<file path="config.mk">
export PLATFORM = sky130hd
export DESIGN_NAME = seq_divider
export DESIGN_NICKNAME = d
export VERILOG_FILES = /design/src/rtl/seq_divider.sv
export SDC_FILE = /design/constraint.sdc
export NUM_CORES = 1
export LEC_CHECK = 0
export CORE_ASPECT_RATIO = 0.6
export CORE_MARGIN = 5
export CORE_UTILIZATION = 60
export CTS_CLUSTER_SIZE = 8
export DETAILED_ROUTE_END_ITERATION = 16
export PLACE_DENSITY_LB_ADDON = 0.08
export SYNTH_ARGS = -nofsm -noshare
export SYNTH_HDL_FRONTEND = slang
export SYNTH_SLANG_ARGS = --single-unit
</file>
<file path="constraint.sdc">
create_clock -name clk -period 7.32 [get_ports clk]
set_clock_uncertainty 0.1 [all_clocks]
set_input_delay 2.196 -clock clk [delete_from_list [all_inputs] [get_ports clk]]
set_output_delay 2.196 -clock clk [all_outputs]
set_load 0.01 [all_outputs]
</file>
<file path="src/rtl/seq_divider.sv">
// seq_divider: multi-cycle restoring divider, one quotient bit per clock.
// Signed mode truncates toward zero; the remainder takes the dividend's sign.
//   clk, rst_n          : clock (rising edge), async active-low reset
//   i_start             : request, sampled only while idle
//   i_signed_mode       : 1 = two's-complement operands (captured with start)
//   i_dividend/divisor  : operands (captured with start)
//   o_busy              : high while dividing and during the fix-up cycle
//   o_done              : one-cycle pulse, results valid from this cycle on
//   o_quotient/remainder: results, held until the next done or reset
//   o_div_by_zero       : last operation had divisor == 0
//   o_overflow          : last operation was signed MIN / -1
module seq_divider #(
  parameter int WIDTH = 16
) (
  input  logic             clk,
  input  logic             rst_n,
  input  logic             i_start,
  input  logic             i_signed_mode,
  input  logic [WIDTH-1:0] i_dividend,
  input  logic [WIDTH-1:0] i_divisor,
  output logic             o_busy,
  output logic             o_done,
  output logic [WIDTH-1:0] o_quotient,
  output logic [WIDTH-1:0] o_remainder,
  output logic             o_div_by_zero,
  output logic             o_overflow
);

  localparam int CW = $clog2(WIDTH);
  localparam logic [1:0] S_IDLE = 2'd0;
  localparam logic [1:0] S_DIV  = 2'd1;
  localparam logic [1:0] S_FIX  = 2'd2;

  logic [1:0]       r_state;
  logic [CW-1:0]    r_cnt;
  // P is kept WIDTH bits wide: after each step it is below the divisor, so
  // the extra bit only exists in the shifted value fed to the subtractor.
  logic [WIDTH-1:0] r_p;
  logic [WIDTH-1:0] r_a;
  logic [WIDTH-1:0] r_d;
  logic             r_sign_q;
  logic             r_sign_r;
  logic             r_dbz;
  logic             r_ovf;

  logic             w_dvd_neg, w_dvs_neg, w_zero, w_ovf;
  logic [WIDTH-1:0] w_dvd_mag, w_dvs_mag, w_a_sh, w_quo, w_rem;
  logic [WIDTH:0]   w_p_sh, w_t;

  // MIN negates to itself, which is already the right unsigned magnitude
  assign w_dvd_neg = i_signed_mode & i_dividend[WIDTH-1];
  assign w_dvs_neg = i_signed_mode & i_divisor[WIDTH-1];
  assign w_dvd_mag = w_dvd_neg ? -i_dividend : i_dividend;
  assign w_dvs_mag = w_dvs_neg ? -i_divisor  : i_divisor;
  assign w_zero    = (i_divisor == '0);
  assign w_ovf     = i_signed_mode && (i_dividend == {1'b1, {(WIDTH-1){1'b0}}})
                     && (&i_divisor);

  assign w_p_sh = {r_p, r_a[WIDTH-1]};
  assign w_a_sh = {r_a[WIDTH-2:0], 1'b0};
  assign w_t    = w_p_sh - {1'b0, r_d};

  // On divide-by-zero r_a still holds the raw dividend
  assign w_quo = r_dbz ? '1  : (r_sign_q ? -r_a : r_a);
  assign w_rem = r_dbz ? r_a : (r_sign_r ? -r_p : r_p);

  assign o_busy = (r_state != S_IDLE);

  always_ff @(posedge clk or negedge rst_n) begin
    if (!rst_n) begin
      r_state       <= S_IDLE;
      r_cnt         <= '0;
      r_p           <= '0;
      r_a           <= '0;
      r_d           <= '0;
      r_sign_q      <= 1'b0;
      r_sign_r      <= 1'b0;
      r_dbz         <= 1'b0;
      r_ovf         <= 1'b0;
      o_done        <= 1'b0;
      o_quotient    <= '0;
      o_remainder   <= '0;
      o_div_by_zero <= 1'b0;
      o_overflow    <= 1'b0;
    end else begin
      o_done <= 1'b0;
      case (r_state)
        S_IDLE: begin
          if (i_start) begin
            r_p   <= '0;
            r_cnt <= CW'(WIDTH-1);
            r_dbz <= w_zero;
            r_ovf <= w_ovf & ~w_zero;
            if (w_zero) begin
              r_a      <= i_dividend;
              r_d      <= '0;
              r_sign_q <= 1'b0;
              r_sign_r <= 1'b0;
              r_state  <= S_FIX;
            end else begin
              r_a      <= w_dvd_mag;
              r_d      <= w_dvs_mag;
              r_sign_q <= w_dvd_neg ^ w_dvs_neg;
              r_sign_r <= w_dvd_neg;
              r_state  <= S_DIV;
            end
          end
        end
        S_DIV: begin
          // restoring step: keep the difference only when it did not borrow
          if (!w_t[WIDTH]) begin
            r_p <= w_t[WIDTH-1:0];
            r_a <= w_a_sh | WIDTH'(1);
          end else begin
            r_p <= w_p_sh[WIDTH-1:0];
            r_a <= w_a_sh;
          end
          if (r_cnt == '0) r_state <= S_FIX;
          else             r_cnt   <= r_cnt - CW'(1);
        end
        S_FIX: begin
          o_quotient    <= w_quo;
          o_remainder   <= w_rem;
          o_div_by_zero <= r_dbz;
          o_overflow    <= r_ovf;
          o_done        <= 1'b1;
          r_state       <= S_IDLE;
        end
        default: r_state <= S_IDLE;
      endcase
    end
  end

endmodule

</file>
==> flow_metrics.tcl <==
set metrics [dict create \
    report.final.slew_viol_count 0 \
    synthCells 702 \
    final-hold-violation-count 0 \
    width_of_the_die_um 140.4 \
    placement_rows 28 \
    post_synthesis_register_bit_count 93 \
    synth_async_sr_flop_share_pct 100.0 \
    post_cts.resized_instances 0 \
    power_frac_seq_pct 28.5 \
    ys_seq_area_share_pct 38.02 \
    power_per_cell_area_nw_per_um2 508.1 \
    design.core.area_um2 9915 \
    yosysUniqueCellTypes 71 \
    ys_dominant_reg_cell "sky130_fd_sc_hd__dfrtp_1" \
    run_status "finished clean" \
    finalWeightedCongestion 0.9046 \
    buffer_levels_on_the_longest_clock_path 2 \
    finalSetupTns_ps 0 \
    die_area_um2 12390 \
    initialDrtViolationCount 451 \
    ctsHoldBuffers 0 \
    clk_lat_worst_skew_ps 340 \
    max_slew.worst_pin.slew_ps 1394 \
    worst_max_slew_margin_expressed_relative_to_the_limit_pct 6.701 \
    ys.warnings.count 0 \
    ir_worst_vdd_mv 0.3627 \
    vias 5509 \
    power.clock.fraction_pct 14.9 \
    utilization_pct 72.49 \
    path_clk_slew_ps 70 \
    power.total_mw 3.652 \
    setup_viol 0 \
    fin_crit_ps 4600 \
    cts_max_level 3 \
    antenna_found_initial 0 \
    end_kind "flip-flop" \
    fmax_mhz 217.4 \
    rsz0062_at_grt "false" \
    p_leak_nw 3.074 \
    port_buffers 71 \
    intPower_mw 2.018 \
    hold_class "flip-flop to flip-flop" \
    clock-sinks 93 \
    die_h_um 88.24 \
    drc_errors 0 \
    synthToLayoutAreaGrowth_pct 17.42 \
    number_of_fill_cells 763 \
    via_count_of_the_first_global_routing_pass 5266 \
    drt_pre_antenna_iters 6 \
    synthesized_area_per_cell_um2 8.719 \
    place.detailed.hpwl_um 12240 \
    holdWs_ps 378.5 \
    drt-wirelength-per-cell_um 18.45 \
    crit_type "primary input to flip-flop" \
    grt_max_degree 63 \
    routed_wl_um 16420 \
    synth.net_count 761 \
    global_route_wire_length_before_repair_um 27120 \
    fin_crit_sh_pct 62.84 \
    cts-buffers-inserted 9 \
    synth_edf_count 0 \
    antenna-diode-count 0 \
    power.switching_mw 1.634 \
    clock-root-buffer "sky130_fd_sc_hd__clkbuf_16" \
    share_comb_of_total_power_pct 56.6 \
    grt_overflow 0 \
    crit_required_ps 7430 \
    final_layout_size_suffix_gt1_share_pct 5.960 \
    critPathMaxFanout 9 \
    vias_per_cell 6.190 \
    total_grt_usage_pct 27.51 \
    nets 809 \
    initial_core_util_pct 61.74 \
    antenna_left 0 \
    swShare_pct 44.74 \
    ioPinCount 72 \
    maxCapViolCount 0 \
    netlist_area_um2 6121 \
    crit_path_start_kind "primary input" \
    cts_tree "done" \
    data_arrival_critical_path_ps 4710 \
    multiInputGateArea_um2 3480 \
    layout.area.seq_um2 2327 \
    number_of_buffers_inserted_to_repair_setup_after_cts 0 \
]
==> layout make-up <==
class	instances	area share, %
Tap cell	135	2.350
Clock inverter	7	1.671
Sequential cell	93	32.38
Inverter	30	1.567
Multi-Input combinational cell	539	48.42
Timing Repair Buffer	77	10.48
Clock buffer	9	3.134
==> per-stage QoR <==
stage,worst slack (ps),cell area [um^2],cells
3_5_place_dp,2419,6842,874
2_1_floorplan,3099,6121,702
5_1_grt,2608,7187,890
3_3_place_gp,2590,6842,874
6_report,2720,7187,890
4_1_cts,2758,7187,890
==> sequential cells by signal (all words and copies together) (netlist names) <==
signal / flops
r_p: 16
r_state: 2
r_d: 16
o_done: 1
r_cnt: 4
r_a: 16
o_quotient: 16
o_div_by_zero: 1
r_sign_q: 1
r_sign_r: 1
r_ovf: 1
o_overflow: 1
r_dbz: 1
o_remainder: 16
==> metal layers <==
layer	wire length (um)	share of wire (%)	GRT usage, %	up-vias
met5	0	0	0	-
met4	188	1.1	6.245	0
met3	1239	7.5	5.022	24
met2	6930	42	41.75	241
met1	8060	49	41.45	2659
li1	-	-	-	2585
==> worst paths after layout <==
kind,start,end,slack (ps),depth (start not counted)
min reg2reg,o_quotient[0]$_DFFE_PN0P_,o_quotient[0]$_DFFE_PN0P_,380,2
min,o_quotient[0]$_DFFE_PN0P_,o_quotient[0]$_DFFE_PN0P_,380,2
min in group asynchronous,rst_n,r_cnt[3]$_DFFE_PN0P_,1700,1
max reg2reg,r_a[15]$_DFFE_PN0P_,r_p[1]$_DFFE_PN0P_,3710,10
max in group asynchronous,rst_n,o_quotient[12]$_DFFE_PN0P_,4270,2
max,i_divisor[0],r_a[9]$_DFFE_PN0P_,2720,10
==> power by group through the flow <==
stage,registers (mW),logic (mW),clock network [mW]
2_1_floorplan,0.948,1.56,0
3_3_place_gp,1.03,1.97,0
3_5_place_dp,1.04,2.03,0
4_1_cts,1.03,2.05,0.549
5_1_grt,1.07,2.29,0.572
6_report,1.04,2.07,0.544
==> synthesized netlist by cell type, types with 2 or more instances <==
cell type	count	area (um^2)
sky130_fd_sc_hd__a31o_2	2	17.52
sky130_fd_sc_hd__o22ai_1	2	12.51
sky130_fd_sc_hd__nor2b_1	10	62.56
sky130_fd_sc_hd__nand4_1	9	56.30
sky130_fd_sc_hd__nor2_1	55	206.5
sky130_fd_sc_hd__o21a_1	2	15.01
sky130_fd_sc_hd__a21o_1	8	60.06
sky130_fd_sc_hd__buf_1	3	11.26
sky130_fd_sc_hd__nor4_1	2	12.51
sky130_fd_sc_hd__clkbuf_1	29	108.9
sky130_fd_sc_hd__o31ai_1	12	90.09
sky130_fd_sc_hd__or4_4	2	22.52
sky130_fd_sc_hd__or3_1	5	31.28
sky130_fd_sc_hd__a22oi_1	15	112.6
sky130_fd_sc_hd__o21ai_0	63	315.3
sky130_fd_sc_hd__nand2b_1	6	37.54
sky130_fd_sc_hd__xor2_1	38	332.8
sky130_fd_sc_hd__mux2i_1	23	230.2
sky130_fd_sc_hd__nand3_1	24	120.1
sky130_fd_sc_hd__or4_1	2	15.01
sky130_fd_sc_hd__nor3_4	2	32.53
sky130_fd_sc_hd__a31oi_1	3	18.77
sky130_fd_sc_hd__xnor2_1	29	254.0
sky130_fd_sc_hd__inv_1	30	112.6
sky130_fd_sc_hd__and2_1	5	31.28
sky130_fd_sc_hd__o41ai_1	2	17.52
sky130_fd_sc_hd__buf_6	4	45.04
sky130_fd_sc_hd__dfrtp_1	93	2327
sky130_fd_sc_hd__nor3_1	11	55.05
sky130_fd_sc_hd__nand2_1	77	289.0
sky130_fd_sc_hd__and3_1	5	31.28
sky130_fd_sc_hd__o21ai_1	23	115.1
sky130_fd_sc_hd__a21oi_1	46	230.2
sky130_fd_sc_hd__ha_1	22	275.3
sky130_fd_sc_hd__o31ai_2	2	25.02
==> cell usage in the layout (no fill, tap or decap), types with 3 or more instances in the layout <==
cell                              Yosys  final
sky130_fd_sc_hd__and2_1               5      5
sky130_fd_sc_hd__nor3_1              11     11
sky130_fd_sc_hd__a21oi_1             46     46
sky130_fd_sc_hd__nor2b_1             10     10
sky130_fd_sc_hd__xnor2_1             29     29
sky130_fd_sc_hd__or3_1                5      5
sky130_fd_sc_hd__nand2_1             77     77
sky130_fd_sc_hd__nand3_1             24     24
sky130_fd_sc_hd__o31ai_1             12     12
sky130_fd_sc_hd__a31oi_1              3      3
sky130_fd_sc_hd__clkdlybuf4s50_1      0     70
sky130_fd_sc_hd__o21ai_1             23     23
sky130_fd_sc_hd__and3_1               5      5
sky130_fd_sc_hd__clkbuf_16            0      9
sky130_fd_sc_hd__nand2b_1             6      6
sky130_fd_sc_hd__o21ai_0             63     63
sky130_fd_sc_hd__a21o_1               8      8
sky130_fd_sc_hd__xor2_1              38     38
sky130_fd_sc_hd__inv_1               30     30
sky130_fd_sc_hd__buf_4                1      7
sky130_fd_sc_hd__dfrtp_1             93     93
sky130_fd_sc_hd__mux2i_1             23     23
sky130_fd_sc_hd__nor2_1              55     55
sky130_fd_sc_hd__a22oi_1             15     15
sky130_fd_sc_hd__ha_1                22     22
sky130_fd_sc_hd__bufinv_16            0      3
sky130_fd_sc_hd__nand4_1              9      9
==> critical path, stage by stage <==
cell,delay [ps]
sky130_fd_sc_hd__clkdlybuf4s50_1,500
sky130_fd_sc_hd__inv_1,100
sky130_fd_sc_hd__ha_1,210
sky130_fd_sc_hd__nor4b_4,300
sky130_fd_sc_hd__nand3_2,160
sky130_fd_sc_hd__or4_4,570
sky130_fd_sc_hd__and3_4,260
sky130_fd_sc_hd__o21ai_1,110
sky130_fd_sc_hd__xor2_1,210
sky130_fd_sc_hd__o21ai_1,90
==> logic make-up (layout without fill, tap and decap cells) <==
group	count (synthesis)	count (layout)	synth area share [%]
and+or+nand+nor	224	224	17.91
AOI/OAI and AO/OA	202	202	20.77
DFF	93	93	38.02
buffers and inverters	70	123	5.131
xor gates and xnor gates	67	67	9.587
adders and majority gates	23	23	4.824
muxes	23	23	3.761
No activity file was read; power rests on OpenSTA's default activity.
